**src/rtl/axicb_grant_scheduler_if.sv**
```systemverilog
// Handshake bundle between a crossbar slave port's grant scheduler and its surroundings.
// The master side is the scheduler; the slave side is the requesters, arbiter and switch.
interface axicb_grant_scheduler_if #(
    parameter int REQ_NB = 4
);
    logic [REQ_NB-1:0] req;
    logic [REQ_NB-1:0] arb_req;
    logic              arb_en;
    logic [REQ_NB-1:0] arb_grant;
    logic [REQ_NB-1:0] sel;
    logic              sel_valid;
    logic              fwd_ready;
    logic              beat_last;
    logic [REQ_NB-1:0] done;
    logic [REQ_NB-1:0] full;

    modport master (
        input  req, arb_grant, fwd_ready, beat_last, done,
        output arb_req, arb_en, sel, sel_valid, full
    );

    modport slave (
        output req, arb_grant, fwd_ready, beat_last, done,
        input  arb_req, arb_en, sel, sel_valid, full
    );
endinterface

```
**src/rtl/axicb_grant_scheduler.sv**
```systemverilog
// Locks one requester onto a shared crossbar slave port through address (and data) phase,
// and throttles each requester against its outstanding-transaction limit.
module axicb_grant_scheduler #(
    parameter int REQ_NB     = 4,
    parameter int MAX_OSTDG  = 4,
    parameter bit DATA_PHASE = 1'b1
) (
    input  logic                    aclk,
    input  logic                    areset,
    input  logic                    srst,
    axicb_grant_scheduler_if.master bus
);
    localparam int CW = $clog2(MAX_OSTDG + 1);

    typedef enum logic [1:0] {IDLE, ADDR, DATA} state_t;

    state_t            state_reg;
    logic [REQ_NB-1:0] sel_reg;
    logic              sel_valid_reg;
    logic [CW-1:0]     cnt_reg [REQ_NB];

    logic [REQ_NB-1:0] full;
    logic [REQ_NB-1:0] inc;
    logic [REQ_NB-1:0] grant_low;
    logic              sel_req;
    logic              accept;

    genvar gi;
    generate
        for (gi = 0; gi < REQ_NB; gi++) begin : g_req
            assign full[gi] = (cnt_reg[gi] == CW'(MAX_OSTDG));
            assign inc[gi]  = accept & sel_reg[gi];
        end
    endgenerate

    // A multi-bit grant is an arbiter fault; the lowest set bit wins so sel stays one-hot.
    assign grant_low = bus.arb_grant & (~bus.arb_grant + REQ_NB'(1));
    assign sel_req   = |(bus.req & sel_reg);
    assign accept    = (state_reg == ADDR) && bus.fwd_ready && sel_req;

    assign bus.arb_req   = bus.req & ~full;
    assign bus.arb_en    = (state_reg == IDLE) && (|bus.arb_req);
    assign bus.sel       = sel_reg;
    assign bus.sel_valid = sel_valid_reg;
    assign bus.full      = full;

    always_ff @(posedge aclk or posedge areset) begin
        if (areset) begin
            state_reg     <= IDLE;
            sel_reg       <= '0;
            sel_valid_reg <= 1'b0;
        end else if (srst) begin
            state_reg     <= IDLE;
            sel_reg       <= '0;
            sel_valid_reg <= 1'b0;
        end else begin
            case (state_reg)
                IDLE: begin
                    if (|bus.arb_grant) begin
                        sel_reg       <= grant_low;
                        sel_valid_reg <= 1'b1;
                        state_reg     <= ADDR;
                    end
                end
                ADDR: begin
                    // A selected requester dropping its valid aborts the lock without counting.
                    if (!sel_req || (bus.fwd_ready && !DATA_PHASE)) begin
                        sel_reg       <= '0;
                        sel_valid_reg <= 1'b0;
                        state_reg     <= IDLE;
                    end else if (bus.fwd_ready) begin
                        state_reg <= DATA;
                    end
                end
                DATA: begin
                    if (bus.beat_last) begin
                        sel_reg       <= '0;
                        sel_valid_reg <= 1'b0;
                        state_reg     <= IDLE;
                    end
                end
                default: begin
                    sel_reg       <= '0;
                    sel_valid_reg <= 1'b0;
                    state_reg     <= IDLE;
                end
            endcase
        end
    end

    // Simultaneous accept and completion on one requester cancel out.
    always_ff @(posedge aclk or posedge areset) begin
        if (areset) begin
            for (int i = 0; i < REQ_NB; i++) cnt_reg[i] <= '0;
        end else if (srst) begin
            for (int i = 0; i < REQ_NB; i++) cnt_reg[i] <= '0;
        end else begin
            for (int i = 0; i < REQ_NB; i++) begin
                if (inc[i] && !bus.done[i]) begin
                    if (!full[i]) cnt_reg[i] <= cnt_reg[i] + CW'(1);
                end else if (!inc[i] && bus.done[i] && (cnt_reg[i] != '0)) begin
                    cnt_reg[i] <= cnt_reg[i] - CW'(1);
                end
            end
        end
    end
endmodule

```
**src/flat_wrapper.sv**
```systemverilog
// flat-port wrapper written by rule: the top's interface ports become plain ports
module axicb_grant_scheduler_flat 
#(
    parameter int REQ_NB     = 4,
    parameter int MAX_OSTDG  = 4,
    parameter bit DATA_PHASE = 1'b1
)
  (aclk, areset, srst, bus_req, bus_arb_grant, bus_fwd_ready, bus_beat_last, bus_done, bus_arb_req, bus_arb_en, bus_sel, bus_sel_valid, bus_full);
  axicb_grant_scheduler_if #(.REQ_NB(REQ_NB)) bus_i ();
  input  logic aclk;
  input  logic areset;
  input  logic srst;
  input wire logic [$bits(bus_i.req)-1:0] bus_req;
  input wire logic [$bits(bus_i.arb_grant)-1:0] bus_arb_grant;
  input wire logic [$bits(bus_i.fwd_ready)-1:0] bus_fwd_ready;
  input wire logic [$bits(bus_i.beat_last)-1:0] bus_beat_last;
  input wire logic [$bits(bus_i.done)-1:0] bus_done;
  output wire logic [$bits(bus_i.arb_req)-1:0] bus_arb_req;
  output wire logic [$bits(bus_i.arb_en)-1:0] bus_arb_en;
  output wire logic [$bits(bus_i.sel)-1:0] bus_sel;
  output wire logic [$bits(bus_i.sel_valid)-1:0] bus_sel_valid;
  output wire logic [$bits(bus_i.full)-1:0] bus_full;
  assign bus_i.req = bus_req;
  assign bus_i.arb_grant = bus_arb_grant;
  assign bus_i.fwd_ready = bus_fwd_ready;
  assign bus_i.beat_last = bus_beat_last;
  assign bus_i.done = bus_done;
  assign bus_arb_req = bus_i.arb_req;
  assign bus_arb_en = bus_i.arb_en;
  assign bus_sel = bus_i.sel;
  assign bus_sel_valid = bus_i.sel_valid;
  assign bus_full = bus_i.full;
  axicb_grant_scheduler #(.REQ_NB(REQ_NB), .MAX_OSTDG(MAX_OSTDG), .DATA_PHASE(DATA_PHASE)) u_core (.aclk(aclk), .areset(areset), .srst(srst), .bus(bus_i));
endmodule
```
**config.mk**
```make
export PLATFORM = sky130hd
export DESIGN_NAME = axicb_grant_scheduler_flat
export DESIGN_NICKNAME = d
export VERILOG_FILES = /design/src/rtl/axicb_grant_scheduler_if.sv /design/src/rtl/axicb_grant_scheduler.sv /design/src/flat_wrapper.sv
export SDC_FILE = /design/constraint.sdc
export NUM_CORES = 1
export LEC_CHECK = 0
export BUFFER_PORTS_ARGS = -buffer_cell sky130_fd_sc_hd__clkbuf_2
export CORE_MARGIN = 4
export CORE_UTILIZATION = 35
export CTS_CLUSTER_DIAMETER = 50
export DETAILED_ROUTE_END_ITERATION = 16
export PLACE_DENSITY = 0.57
export SLEW_MARGIN = 20
export SYNTH_ARGS = -nofsm -noshare
export SYNTH_HDL_FRONTEND = slang
export SYNTH_SLANG_ARGS = --single-unit
```
**constraint.sdc**
```tcl
create_clock -name aclk -period 2.97 [get_ports aclk]
set_input_delay 0.297 -clock aclk [delete_from_list [all_inputs] [get_ports aclk]]
set_output_delay 0.297 -clock aclk [all_outputs]
set_load 0.05 [all_outputs]
```
---- Word-level counts from Yosys, hierarchy flattened ----
Index checks and enable logic that the tools add are counted.
cells by class
  add/sub/neg operators ................... 9
  equality and inequality tests ........... 14
  muxes and demuxes ....................... 29
  bitwise logic cells ..................... 9
  reduce and logical (&&, ||, !) cells .... 41
operators with widths
  kind                                               number
  two-way mux 3 bit                                  12
  nonzero test 3 bit                                 8
  != test 3 bit (second input constant)              7
  two-way mux 4 bit                                  4
  logical AND 1 bit                                  15
  adder 3 x 1 -> 3 bit (second input constant)       4
  bitwise AND 4 bit                                  3
  == test 3 bit (second input constant)              4
  two-way mux 12 bit                                 1
  case mux 4 bit (3 select lines)                    1
  OR reduction 4 bit                                 3
  subtractor 3 x 1 -> 3 bit (second input constant)  4
  two-way mux 2 bit                                  5
  logical NOT 1 bit                                  8
  inverter 4 bit                                     2
  AND reduction 2 bit                                4
  case mux 2 bit (3 select lines)                    1
  AND reduction 3 bit                                2
  adder 4 x 1 -> 4 bit (second input constant)       1
  bitwise AND 1 bit                                  4
  two-way mux 1 bit                                  4
  != test 4 bit (second input constant)              1
  case mux 1 bit (3 select lines)                    1
  == test 2 x 1 -> 1 bit (second input constant)     1
  2 further kinds                                    2
storage, ports and cells
  flip-flop bits (word level) ............. 19
  output and inout port bits .............. 14
  word-level logic and storage cells ...... 109

---- Depth between registers and ports, before layout ----
Gate-level depths: netlist (run 1).
  word-level depth ........................ 10
  gate-level depth with buffers ........... 12
  mapped depth without buffers ............ 11

---- Worst setup path after synthesis (run 1) ----
OpenSTA, ideal clock, no wires.
  path type ............................... reg-to-reg
  start ................................... reg u_core.sel_reg[2], in the netlist u_core.bus.sel[2]
  end ..................................... reg u_core.cnt_reg[2] (netlist name)
  setup time .............................. 0.082 ns
  arrival ................................. 2.620 ns
  data required time ...................... 2.888 ns
  slack ................................... 0.267 ns
  stages on the path, launching flop included .. 10
  buffers on the path ..................... 0
  clock period less this slack ............ 2.703 ns
  cells stage by stage .................... dfrtp_1 > a22oi_4 > nand2_1 > inv_1 > nor3_1 > xnor2_1 > ha_1 > or4b_4 > or3b_1 > a31oi_1
on the way
  longest elaborated chain between the ends .. 9
RTL lines
  what                                  line                          RTL
  start, declared                       axicb_grant_scheduler.sv:18   logic [REQ_NB-1:0] sel_reg;
  start signal, assigned                axicb_grant_scheduler.sv:60   sel_reg <= grant_low;
  bitwise AND 4 bit (*)                 axicb_grant_scheduler.sv:38   assign sel_req = |(bus.req & sel_reg);
  OR reduction 4 bit (*)                axicb_grant_scheduler.sv:38
  logical AND 1 bit (*)                 axicb_grant_scheduler.sv:39   assign accept = (state_reg == ADDR) && bus.fwd_ready && sel_req;
  bitwise AND 1 bit (*)                 axicb_grant_scheduler.sv:32   assign inc[gi] = accept & sel_reg[gi];
  logical NOT 1 bit                     axicb_grant_scheduler.sv:101  end else if (!inc[i] && bus.done[i] && (cnt_reg[i] != '0)) begin
  logical AND 1 bit (2 in series)       axicb_grant_scheduler.sv:101
  nonzero test 3 bit (no source line)   --
  AND reduction 2 bit (no source line)  --
  end signal, assigned by index         axicb_grant_scheduler.sv:100  if (!full[i]) cnt_reg[i] <= cnt_reg[i] + CW'(1);
  end signal, assigned by index         axicb_grant_scheduler.sv:102  cnt_reg[i] <= cnt_reg[i] - CW'(1);
  end, declared                         axicb_grant_scheduler.sv:20   logic [CW-1:0] cnt_reg [REQ_NB];
Every way passes the cells marked *; elsewhere a longest branch is shown, timed or not.
A chain may end at the register's enable or synchronous reset.

---- Worst setup path in the final report (run 1) ----
  start ................................... reg u_core.sel_reg[3], in the netlist u_core.bus.sel[3]
  end ..................................... reg u_core.cnt_reg[2] (netlist name)
on the way
  longest elaborated chain between the ends .. 9
RTL lines
  what                                  line
  bitwise AND 4 bit                     axicb_grant_scheduler.sv:38
  OR reduction 4 bit                    axicb_grant_scheduler.sv:38
  logical AND 1 bit                     axicb_grant_scheduler.sv:39
  bitwise AND 1 bit (*)                 axicb_grant_scheduler.sv:32
  logical NOT 1 bit                     axicb_grant_scheduler.sv:101
  logical AND 1 bit (2 in series)       axicb_grant_scheduler.sv:101
  nonzero test 3 bit (no source line)   --
  AND reduction 2 bit (no source line)  --
Marked as above.

==> results of run 1 <==
[final cells by class]
| class | instances | area (µm²) | share of cell area |
|---|---|---|---|
| inverter | 10 | 37.5 | 0.0218 |
| sequential | 19 | 475 | 0.276 |
| multi-input combinational | 140 | 952 | 0.553 |
| tap | 50 | 62.6 | 0.0363 |
| timing repair buffer | 30 | 150 | 0.0871 |
| clock buffer | 4 | 45.0 | 0.0261 |
[synthesized netlist by cell type (3+ instances only)]
| master | instances |
|---|---|
| mux2i_1 | 3 |
| nand3_1 | 3 |
| xnor2_1 | 8 |
| a21oi_1 | 11 |
| o21ai_0 | 7 |
| nor2_1 | 25 |
| nand2_1 | 12 |
| clkbuf_1 | 4 |
| nand4b_1 | 4 |
| and2_1 | 5 |
| nor2b_1 | 6 |
| ha_1 | 3 |
| or3_1 | 3 |
| dfrtp_1 | 19 |
| nor3_1 | 8 |
| nor3b_1 | 3 |
| inv_1 | 10 |
[power by group through the flow]
stage               combinational, W  clock, W  sequential [W]
global placement            0.000201         0        0.000308
global route                0.000223  0.000205        0.000307
CTS                         0.000202  0.000193        0.000303
floorplan                   0.000144         0        0.000312
finish                      0.000199  0.000188        0.000303
detailed placement          0.000201         0        0.000308
[kinds of logic (layout without fill, tap and decap cells)]
family          count (synthesis)  after routing  share of synthesized area
buf+inv                        16             44                     0.0420
compound gates                 40             40                      0.207
xor+xnor                       10             10                     0.0588
simple gates                   81             81                      0.292
mux                             5              5                     0.0428
fa+ha+maj                       4              4                     0.0386
flops                          19             19                      0.319
[per-layer routing]
metal,share of wire,global-route usage,up-vias
li1,-,-,683
met1,0.47,0.191,645
met2,0.47,0.222,35
met3,0.054,0.0328,2
met4,0.0029,0.0164,0
met5,0,0,-
[stage by stage]
stage           util  total power, W
6_report       0.425        0.000690
5_1_grt        0.425        0.000735
4_1_cts        0.425        0.000698
3_5_place_dp   0.414        0.000509
3_3_place_gp   0.414        0.000509
2_1_floorplan      -        0.000456
[worst max path at each step]
| stage | from | end | slack (ns) | depth (start not counted) |
|---|---|---|---|---|
| 3_3_place_gp | u_core.bus.sel[2] | u_core.cnt_reg[2] | 0.48 | 9 |
| 4_1_cts | u_core.bus.sel[3] | u_core.cnt_reg[2] | 0.40 | 9 |
| 2_1_floorplan | u_core.bus.sel[2] | u_core.cnt_reg[2] | 0.27 | 9 |
| 5_1_grt | u_core.bus.sel[3] | u_core.cnt_reg[2] | 0.26 | 9 |
| 3_5_place_dp | u_core.bus.sel[3] | u_core.cnt_reg[2] | 0.42 | 9 |
| 6_report | u_core.bus.sel[3] | u_core.cnt_reg[2] | 0.41 | 9 |
==> summary.md, run 1 <==
| Metric | Value |
|---|---|
| Drt wl/cell | roughly 14 µm |
| Slowest stage delay, CP | 0.51 ns |
| Post-route insts no fill | 253 |
| Bufs and invs on worst path | 1 |
| Total grt overflow | 0 |
| Initial drt markers | 105 |
| Fin crit period | around 2.6 ns |
| DR pass1 iterations | 4 |
| Hold buffer count at CTS | 0 |
| Tot GR Track Use | 0.137 |
| Worst path cell trace | a22oi_4 -> nand2_1 -> inv_1 -> nor3_1 -> xnor2_1 -> ha_1 -> or4b_4 -> or3b_1 -> a31oi_1 |
| Die area | about 5400 µm² |
| Vias | ~1400 |
| Worst VDD drop | between 0.0002 and 0.0003 V |
| Design Area, Final | 1720 µm² |
| Most common cell after layout, fill and taps aside | clkbuf_2 |
| Actual slew at the worst max-slew pin | slightly below 0.8 ns |
| Static Leak | 0.751 nW |
| Worst r2r src | u_core.bus.sel[3] |
| CTS tree | done |
| Detail Placement HPWL | roughly 2700 µm |
| Clk slew on worst S/H paths | 0.08 ns |
| Slew Viols, Final | 0 |
| Core area | between 4000 and 5000 µm² |
| Post-CTS sizing | 0 |
| Yosys reg bits | 19 |
| CTS max path bufs | 2 |
| RSZ-0062 raised after global routing | no |
| Switch share | 0.351 |
| Initial Util | 0.367 |
| Syn_area_per_cell | between 8 and 9 µm² |
| Yosys cell types | 50 |
| CTS Buf Count | 3 |
| Antenna Violating Nets Remaining | 0 |
| Most frequent cells in the layout | clkbuf_2 (30), nor2_1 (25), dfrtp_1 (19) |
| Layout area overhead | 15.6% |
| Setup crit end kind | flop |
| Hold WC Path Type | in2async |
| Max Clk Rate | 390 MHz |
| Placed Area | approximately 1700 µm² |
| CTS sink cnt | 19 |
| Vias in the first global route | 1234 |
| CP delay by family, top | simple AND/OR/NAND/NOR gates |
| Final Hold Vio Count | 0 |
| CP Class | reg2reg |
| Syn nets | around 200 |
| # setup viols final | 0 |
| Setup TNS | 0 ns |
| Filler cells | just under 400 |
| CP required | roughly 3.2 ns |
| First-pass GRT wire length | just under 6000 µm |
| Num rows | 23 |
| Postcts setup bufs | 0 |
| Top cells by area, synth | dfrtp_1 (32%), nor2_1 (6.3%), xnor2_1 (4.7%) |
| Post-synth top area cell | dfrtp_1 |
| Residual DRC count | 0 |
| Die Width | ~73 µm |
| Clock Skew | around 0.0059 ns |
| Pin count of the biggest net entering global routing | 21 |
| Int Pwr | 0.000448 W |
| Layout cells sized above 1 | 0.222 |
| Final worst path period share | 0.863 |
| Clock power share | 0.272 |
| Mapped Area | around 1500 µm² |
| Max-Cap Viols | 0 |
| Final worst slack | roughly 0.41 ns |
| Initial antenna violation count | 0 |
| Max H-tree Level | 1 |
| Combinational fraction of design power | 0.288 |
| Pwr Density | 401 nW/µm² |
| Root Buffer | clkbuf_8 |
| Synth top area share | 0.319 |
| Skew-Pair Late Insertion Delay | between 0.2 and 0.3 ns |
| Outcome | completed |
| CP arrival | 2.75 ns |
| Drt total wl | about 3500 µm |
| Nets@finish | 225 |
| R2r setup slk | a little over 0.4 ns |
| Sequential fraction of the synthesis area | 0.319 |
| I/O Buffers | 30 |
| Die height | about 73 µm |
| Sw power | ~0.00024 W |
| Critical-path top delay cell | or4b_4 |
| IO Count | 31 |
| Vias per cell | about 5.4 |
| Max FFs per register | 12 |
| Sequential power share | 0.439 |
| CP Launch Type | flop |
| Final hold slack | ~0.15 ns |
| RR Endpoint | u_core.cnt_reg[2] |
| Placed cells | 249 |
| EDFF count, synth | 0 |
| Cells after Synth | 175 |
| Synth async-reset ratio | 1.00 |
| Synth Warn # | 0 |
| Worst rel slew slack | 0.481 |
| Routability cong. | ~0.76 |
| R2R depth | 9 |
| ANT cells | 0 |
| Main synth FF type | dfrtp_1 |
| Place WS | slightly above 0.4 ns |
| Worst-path maximum fanout | 6 |
(Power assumes the default switching activity.)
==> inputs of run 2 (changes only) <==
--- a/config.mk
+++ b/config.mk
@@ -6,11 +6,12 @@
 export NUM_CORES = 1
 export LEC_CHECK = 0
 export BUFFER_PORTS_ARGS = -buffer_cell sky130_fd_sc_hd__clkbuf_2
-export CORE_MARGIN = 4
-export CORE_UTILIZATION = 35
+export CORE_MARGIN = 2
+export CORE_UTILIZATION = 54
+export CTS_BUF_LIST = sky130_fd_sc_hd__clkbuf_16
 export CTS_CLUSTER_DIAMETER = 50
 export DETAILED_ROUTE_END_ITERATION = 16
-export PLACE_DENSITY = 0.57
+export PLACE_DENSITY = 0.81
 export SLEW_MARGIN = 20
 export SYNTH_ARGS = -nofsm -noshare
 export SYNTH_HDL_FRONTEND = slang
==> summary.md, run 2 (synthesis results as in run 1) <==
| Metric | Value |
|---|---|
| Clock power share | 0.351 (+0.079) |
| Final worst path period share | 0.867 (+0.00409) |
| Most common cell after layout, fill and taps aside | clkbuf_2 |
| Actual slew at the worst max-slew pin | 0.733 ns (-0.0449 ns) |
| Antenna Violating Nets Remaining | 0 (unchanged) |
| Final worst slack | 0.394 ns (-0.0121 ns) |
| Clock Skew | 0.00147 ns (-0.00438 ns) |
| First-pass GRT wire length | 5690 µm (-1.6%) |
| Place WS | 0.396 ns (-0.0199 ns) |
| R2R depth | 9 (unchanged) |
| Worst r2r src | u_core.bus.sel[3] |
| Hold buffer count at CTS | 0 (unchanged) |
| Setup TNS | 0 ns (unchanged) |
| RSZ-0062 raised after global routing | no |
| Fin crit period | 2.58 ns (+0.0121 ns) |
| Pin count of the biggest net entering global routing | 21 (unchanged) |
| Initial drt markers | 74 (-30%) |
| Setup crit end kind | flop |
| Slew Viols, Final | 0 (unchanged) |
| Combinational fraction of design power | 0.259 (-0.029) |
| DR pass1 iterations | 5 (+1) |
| Clk slew on worst S/H paths | 0.05 ns (-0.03 ns) |
| Sw power | 0.000245 W (+1.1%) |
| CP arrival | 2.75 ns (about the same) |
| R2r setup slk | 0.39 ns (about the same) |
| Vias per cell | 6.01 (+11%) |
| Initial antenna violation count | 0 (unchanged) |
| Die area | 3200 µm² (-40%) |
| CTS Buf Count | 3 (unchanged) |
| CP Launch Type | flop |
| Skew-Pair Late Insertion Delay | 0.25 ns (about the same) |
| IO Count | 31 (unchanged) |
| Pwr Density | 449 nW/µm² (+12%) |
| Vias | 1407 (+3.1%) |
| I/O Buffers | 30 (unchanged) |
| Tot GR Track Use | 0.222 (+0.0847) |
| Num rows | 19 (-17%) |
| Most frequent cells in the layout | clkbuf_2 (30), nor2_1 (25), dfrtp_1 (19) |
| Worst VDD drop | 0.000395 V (+43%) |
| Switch share | 0.315 (-0.0365) |
| Fin util | 0.646 (+0.221) |
| Postcts setup bufs | 0 (unchanged) |
| Initial Util | 0.555 (+0.187) |
| Sequential power share | 0.390 (-0.049) |
| Vias in the first global route | 1331 (+7.9%) |
| ANT cells | 0 (unchanged) |
| Worst rel slew slack | 0.511 (+0.0299) |
| Layout cells sized above 1 | 0.227 (+0.00493) |
| Routability cong. | 0.845 (+12%) |
| Drt wl/cell | 14.4 µm (+4.5%) |
| Max Clk Rate | 388 MHz (-0.47%) |
| Detail Placement HPWL | 2560 µm (-4.3%) |
| Outcome | completed |
| Residual DRC count | 0 (unchanged) |
| Static Leak | 0.769 nW (+2.4%) |
| Die Width | 56.5 µm (-23%) |
| Core area | 2690 µm² (-34%) |
| Int Pwr | 0.000534 W (+19%) |
| Nets@finish | 225 (unchanged) |
| Die height | 56.5 µm (-23%) |
| Hold WC Path Type | in2async |
| Max FFs per register | 12 (unchanged) |
| Total grt overflow | 0 (unchanged) |
| Drt total wl | 3360 µm (-3.3%) |
| Final hold slack | 0.149 ns (-0.00169 ns) |
| CP required | 3.14 ns (about the same) |
| Root Buffer | clkbuf_16 |
| RR Endpoint | u_core.cnt_reg[2] |
| CTS sink cnt | 19 (unchanged) |
| Layout area overhead | 16.4% |
| Worst-path maximum fanout | 6 (unchanged) |
| Post-CTS sizing | 0 (unchanged) |
| CTS max path bufs | 2 (unchanged) |
| Max H-tree Level | 1 (unchanged) |
| CP Class | reg2reg |
| # setup viols final | 0 (unchanged) |
| Final Hold Vio Count | 0 (unchanged) |
| CTS tree | done |
| Max-Cap Viols | 0 (unchanged) |
run 2: cell count changes in the layout (fill, tap and decap cells not counted), sizes merged:
cell	delta
clkbuf	-1
clkinv	+1
run 2: power by group through the flow:
stage | clock network (W) | logic, W | registers, W
final | 0.000273 | 0.000202 | 0.000304
after global routing | 0.000293 | 0.000223 | 0.000307
after CTS | 0.000278 | 0.000203 | 0.000303
after detailed placement | 0 | 0.000201 | 0.000307
after global placement | 0 | 0.000195 | 0.000305
after floorplan | 0 | 0.000144 | 0.000312
run 2: routing by layer:
| metal | up-vias | global-route usage | part of all wire |
|---|---|---|---|
| met5 | - | 0 | 0 |
| met4 | 0 | 0.0612 | 0.015 |
| met3 | 7 | 0.0461 | 0.065 |
| met2 | 57 | 0.377 | 0.49 |
| met1 | 665 | 0.285 | 0.43 |
| li1 | 678 | - | - |
run 2: layout make-up:
type / instances / area [µm²]
Clock inverter: 1 / 5.00
Inverter: 10 / 37.5
Sequential cell: 19 / 475
Clock buffer: 3 / 75.1
Timing Repair Buffer: 30 / 150
Multi-Input combinational cell: 140 / 952
Tap cell: 31 / 38.8
Fill cell: 226 / 952
run 2: stage by stage:
stage	instances	power, W	instance area, µm²
floorplan	175	0.000456	1490
global placement	230	0.000500	1650
detailed placement	230	0.000509	1650
CTS	234	0.000784	1730
global route	234	0.000824	1730
finish	234	0.000779	1730
run 2: worst max-delay path, stage by stage (launching register included):
cell and delay, ns:
dfrtp_1 0.48, a22oi_4 0.13, nand2_1 0.16, inv_1 0.07, nor3_1 0.30, xnor2_1 0.11, ha_1 0.20, or4b_4 0.52
or3b_1 0.37, a31oi_1 0.16
run 2: worst max-delay path by stage:
stage / startpoint / slack [ns] / endpoint
6_report: u_core.bus.sel[3] / 0.39 / u_core.cnt_reg[2]
5_1_grt: u_core.bus.sel[3] / 0.21 / u_core.cnt_reg[2]
4_1_cts: u_core.bus.sel[3] / 0.39 / u_core.cnt_reg[2]
3_5_place_dp: u_core.bus.sel[2] / 0.40 / u_core.cnt_reg[2]
3_3_place_gp: u_core.bus.sel[3] / 0.54 / u_core.cnt_reg[2]
2_1_floorplan: u_core.bus.sel[2] / 0.27 / u_core.cnt_reg[2]
